--- src/rtl/fa_bist.sv ---
// fa_bist: self-test controller for a single-bit full adder. Sweeps {a,b,c} over
// all eight vectors, checks sum/carry against the golden function and holds the verdict.
module fa_bist #(
  parameter int SETTLE_CYCLES = 1,
  parameter int ERR_W         = 4
) (
  input  logic             clk,
  input  logic             rst_n,
  input  logic             start,
  output logic             a,
  output logic             b,
  output logic             c,
  input  logic             sum,
  input  logic             carry,
  output logic             busy,
  output logic             done,
  output logic             pass,
  output logic [ERR_W-1:0] err_count,
  output logic             fail_valid,
  output logic [2:0]       fail_vec
);

  typedef enum logic [2:0] {
    IDLE   = 3'd0,
    APPLY  = 3'd1,
    SETTLE = 3'd2,
    CHECK  = 3'd3,
    DONE   = 3'd4
  } state_t;

  localparam logic [3:0]       SETTLE_L = 4'(SETTLE_CYCLES);
  localparam logic [ERR_W-1:0] ERR_MAX  = {ERR_W{1'b1}};
  localparam logic [ERR_W-1:0] ERR_ONE  = {{(ERR_W-1){1'b0}}, 1'b1};
  localparam logic [ERR_W-1:0] ERR_ZERO = {ERR_W{1'b0}};

  function automatic logic golden_sum(input logic [2:0] v);
    return v[2] ^ v[1] ^ v[0];
  endfunction

  function automatic logic golden_carry(input logic [2:0] v);
    return (v[2] & v[1]) | (v[2] & v[0]) | (v[1] & v[0]);
  endfunction

  state_t           state_r, state_s;
  logic [2:0]       v_r, v_s;
  logic [2:0]       abc_r, abc_s;
  logic [3:0]       cnt_r, cnt_s;
  logic [ERR_W-1:0] err_r, err_s;
  logic             fv_r, fv_s;
  logic [2:0]       fvec_r, fvec_s;
  logic             busy_r, busy_s;
  logic             done_r, done_s;
  logic             pass_r, pass_s;
  logic             mismatch_s;

  // Next-state logic, datapath updates and precompute of the registered status outputs
  always_comb begin
    state_s    = state_r;
    v_s        = v_r;
    abc_s      = abc_r;
    cnt_s      = cnt_r;
    err_s      = err_r;
    fv_s       = fv_r;
    fvec_s     = fvec_r;
    mismatch_s = (sum != golden_sum(v_r)) | (carry != golden_carry(v_r));

    case (state_r)
      IDLE, DONE: begin
        if (start) begin
          state_s = APPLY;
          v_s     = 3'd0;
          abc_s   = 3'd0;
          err_s   = ERR_ZERO;
          fv_s    = 1'b0;
          fvec_s  = 3'd0;
        end else begin
          state_s = state_r;
        end
      end
      APPLY: begin
        cnt_s   = SETTLE_L;
        state_s = SETTLE;
      end
      SETTLE: begin
        if (cnt_r <= 4'd1) begin
          state_s = CHECK;
        end else begin
          cnt_s = cnt_r - 4'd1;
        end
      end
      CHECK: begin
        // Only the first failing vector is captured; the counter sticks at its maximum
        if (mismatch_s) begin
          if (err_r != ERR_MAX) begin
            err_s = err_r + ERR_ONE;
          end else begin
            err_s = err_r;
          end
          if (!fv_r) begin
            fv_s   = 1'b1;
            fvec_s = v_r;
          end else begin
            fv_s = fv_r;
          end
        end else begin
          err_s = err_r;
        end
        if (v_r == 3'd7) begin
          state_s = DONE;
          abc_s   = 3'd0;
        end else begin
          state_s = APPLY;
          v_s     = v_r + 3'd1;
          abc_s   = v_r + 3'd1;
        end
      end
      default: begin
        state_s = IDLE;
        abc_s   = 3'd0;
      end
    endcase

    busy_s = (state_s == APPLY) || (state_s == SETTLE) || (state_s == CHECK);
    done_s = (state_s == DONE);
    pass_s = done_s && (err_s == ERR_ZERO);
  end

  // State, datapath and output registers; reset clears every result
  always_ff @(posedge clk or negedge rst_n) begin
    if (!rst_n) begin
      state_r <= IDLE;
      v_r     <= 3'd0;
      abc_r   <= 3'd0;
      cnt_r   <= 4'd0;
      err_r   <= ERR_ZERO;
      fv_r    <= 1'b0;
      fvec_r  <= 3'd0;
      busy_r  <= 1'b0;
      done_r  <= 1'b0;
      pass_r  <= 1'b0;
    end else begin
      state_r <= state_s;
      v_r     <= v_s;
      abc_r   <= abc_s;
      cnt_r   <= cnt_s;
      err_r   <= err_s;
      fv_r    <= fv_s;
      fvec_r  <= fvec_s;
      busy_r  <= busy_s;
      done_r  <= done_s;
      pass_r  <= pass_s;
    end
  end

  assign a          = abc_r[2];
  assign b          = abc_r[1];
  assign c          = abc_r[0];
  assign busy       = busy_r;
  assign done       = done_r;
  assign pass       = pass_r;
  assign err_count  = err_r;
  assign fail_valid = fv_r;
  assign fail_vec   = fvec_r;

endmodule
--- config.mk ---
export PLATFORM = sky130hd
export DESIGN_NAME = fa_bist
export DESIGN_NICKNAME = d
export VERILOG_FILES = /design/src/rtl/fa_bist.sv
export SDC_FILE = /design/constraint.sdc
export NUM_CORES = 1
export LEC_CHECK = 0
export ABC_CLOCK_PERIOD_IN_PS = 2050
export BUFFER_PORTS_ARGS = -buffer_cell sky130_fd_sc_hd__buf_4
export CAP_MARGIN = 20
export CELL_PAD_IN_SITES_DETAIL_PLACEMENT = 1
export CELL_PAD_IN_SITES_GLOBAL_PLACEMENT = 1
export CORE_AREA = 2 2 64 66
export DETAILED_ROUTE_END_ITERATION = 8
export DIE_AREA = 0 0 66 68
export GPL_ROUTABILITY_DRIVEN = 0
export PLACE_DENSITY = 0.69
export SYNTH_ARGS = -nofsm -noshare
export SYNTH_HDL_FRONTEND = slang
export SYNTH_SLANG_ARGS = --single-unit
--- constraint.sdc ---
create_clock -name clk -period 2.05 [get_ports clk]
set_input_delay 0.41 -clock clk [delete_from_list [all_inputs] [get_ports clk]]
set_output_delay 0.41 -clock clk [all_outputs]
set_load 0.01 [all_outputs]
==> run metrics <==
CTS tree=yes; status=complete, but fails checks; DRC violations left=0; VDD IR max=0.0004728 V; FFs w/ async S/R, synth=100.0%; # setup viols final=1; FF-to-FF Start=v_r[2]; hold bufs inserted after CTS=0; failing checks=negative setup slack; sequential area share after synthesis=46.15%; Final Cycle Share=100.3%; Layout fillers=451; setup repair after global routing missed its margin=yes; Total Neg Setup Slack=-0.005983 ns; largest net degree at the start of global routing=25; R2R cell count=7; die width=66 um; DR pass1 iterations=4; Avg Synthesized Cell Area=a little under 10 um2; reg2reg end=pass; cts bufs inserted=3; final core utilization=41.60%; Area Overhead vs Synth=23.27%; share of cells above drive strength 1=26.92%; DR vias/cell=5.238; skew final=0.001474 ns; Worst-Margin Slew=0.4720 ns; IO Port Bufs=18; Final WS setup=-0.005983 ns; GR Overflow Total=0; DPL Wire Length=~2300 um; number of global-route vias before repair=between 1000 and 1500; clock latency on the worst-skew pair=0.27 ns; Initial Util=between 30% and 40%; Post-synth EDFFs=0; HP Class=input pin to async pin; GRT Total Usage=about 16%; global-route wire length before repair=5313 um; Placeable Area=0.003856 mm2; initial antenna violation count=0; DR iter-0 viols=46; Reg area=600.6 um2; area of the multi-input gates=656.9 um2; top_reg_cell synth=dfrtp_1; final cell count without fillers=206; chip height=68 um; hold violation total from the final report=0; relative slew slack=approximately 69%; Max Buffers Root-to-Sink=2; Yosys warning total=0; register bit count reported by yosys=24; drt wl/cell=15.36 um; share of the synthesized area in the top cell type=roughly 46%; r2r setup slk=-0.006 ns; clk slew on worst S/H paths=0.08 ns; CP endpoint kind=register; most frequent cell after synthesis=dfrtp_1; Worst Path Max Fanout=3; Root Buffer=clkbuf_8; post-synthesis net count=142; vias=1079; # diodes=0; die area=0.004488 mm2; I/O pin count=19; post-route ant nets=0; synthesized area=0.001301 mm2; most instantiated cells after synthesis=24 x dfrtp_1, 19 x nand2_1, 11 x o21ai_0; max-cap violations=0; top cells by area, synth=dfrtp_1 46%, nand2_1 5.5%, ha_1 4.8%; post-synth cell types=38; final WL=3164 um; row count=23; leak pwr=0.7814 nW; min Tclk post-route=2.056 ns; fin. max-slew vios=0; fin nets=about 170; CTS sink cnt=24; Cell Pwr Density=between 1000 and 1500 mW/mm2; critical path class=register to register; f_max=486.4 MHz; crit path DAT=roughly 2.2 ns; placed insts=201; CP Launch Type=register; Synth area leader=dfrtp_1; pre-CTS worst setup slack=-0.01116 ns; # H-tree levels=1; data required time at the worst endpoint=around 2.2 ns; Syn Inst Count=131
## layout by cell type (no fill, tap or decap), types with 2 or more instances in the layout
cell type  synthesis  final
nand3_1            2      2
nor2_1             6      6
inv_1              9      8
a21o_1             3      3
xor2_1             3      2
a31oi_1            2      2
nor3_1             5      5
inv_2              2      3
nand2_1           19     18
buf_4              0     25
a21oi_1            5      5
clkbuf_8           0      4
mux2i_1            2      2
a22o_1             5      5
ha_1               5      5
nand2b_1           3      3
o21ai_0           11     11
dfrtp_1           24     24
## metal layers
layer | vias to the layer above | global-route usage (%) | part of all wire [%]
met5 | - | 0 | 0
met4 | 0 | 6.122 | 1.5
met3 | 5 | 3.125 | 2.8
met2 | 15 | 27.53 | 52
met1 | 545 | 18.96 | 44
li1 | 514 | - | -
## critical path, stage by stage (launching register included)
cell and delay [ns]:
dfrtp_1 0.37, inv_2 0.04, fa_1 0.51, xor2_2 0.18
a32oi_2 0.18, and2_4 0.19, mux2_4 0.30, nor4bb_2 0.17
## layout make-up
| cell class | instances | area share, % |
|---|---|---|
| multi-input cells | 92 | 40.95 |
| flip-flops and latches | 24 | 37.44 |
| repair buffers | 25 | 11.70 |
| well taps | 50 | 3.900 |
| clock buffers | 4 | 3.432 |
| inverters | 11 | 2.574 |
## how the worst max path moves through the flow
stage	depth (start not counted)	from	to	slack, ns
3_5_place_dp	7	v_r[0]	pass	-0.01
3_3_place_gp	7	v_r[0]	pass	0.04
2_1_floorplan	7	v_r[0]	pass	0.01
6_report	7	v_r[2]	pass	-0.006
5_1_grt	7	v_r[2]	pass	-0.10
4_1_cts	7	v_r[0]	pass	-0.03
## logic make-up after synthesis
| family | share of synthesized area (%) |
|---|---|
| and+or+nand+nor | 19.23 |
| AOI/OAI and AO/OA | 18.56 |
| DFF | 46.15 |
| buffers and inverters | 5.000 |
| adders and majority gates | 6.346 |
| xor gates and xnor gates | 2.020 |
| muxes | 2.692 |
## power by group
part	switching (mW)	internal [mW]
Combinational	0.615	0.533
Sequential	0.158	0.615
Clock	0.157	0.172
## through the flow
stage | power (mW) | hold slack [ns] | cell area, um2
6_report | 2.250 | 0.02335 | 1604
5_1_grt | 2.452 | 0.03382 | 1604
4_1_cts | 2.235 | 0.03042 | 1575
3_5_place_dp | 1.891 | 0.3338 | 1520
3_3_place_gp | 1.841 | 0.3285 | 1520
2_1_floorplan | 1.501 | 0.1144 | 1301
## timing repair
action                                  CTS  global route
gates resized for setup                   0             5
buffers inserted                          0             1
endpoints found under the setup margin    1             4
endpoints found under the hold margin     0             0
pin swaps                                 0             4
## sequential cells by signal, indices dropped and copies added, names as in the netlist
name / flops
abc_r: 3
busy: 1
cnt_r: 4
done: 1
err_count: 4
fail_valid: 1
fail_vec: 3
pass: 1
state_r: 3
v_r: 3
No activity file was read; power rests on OpenSTA's default activity.
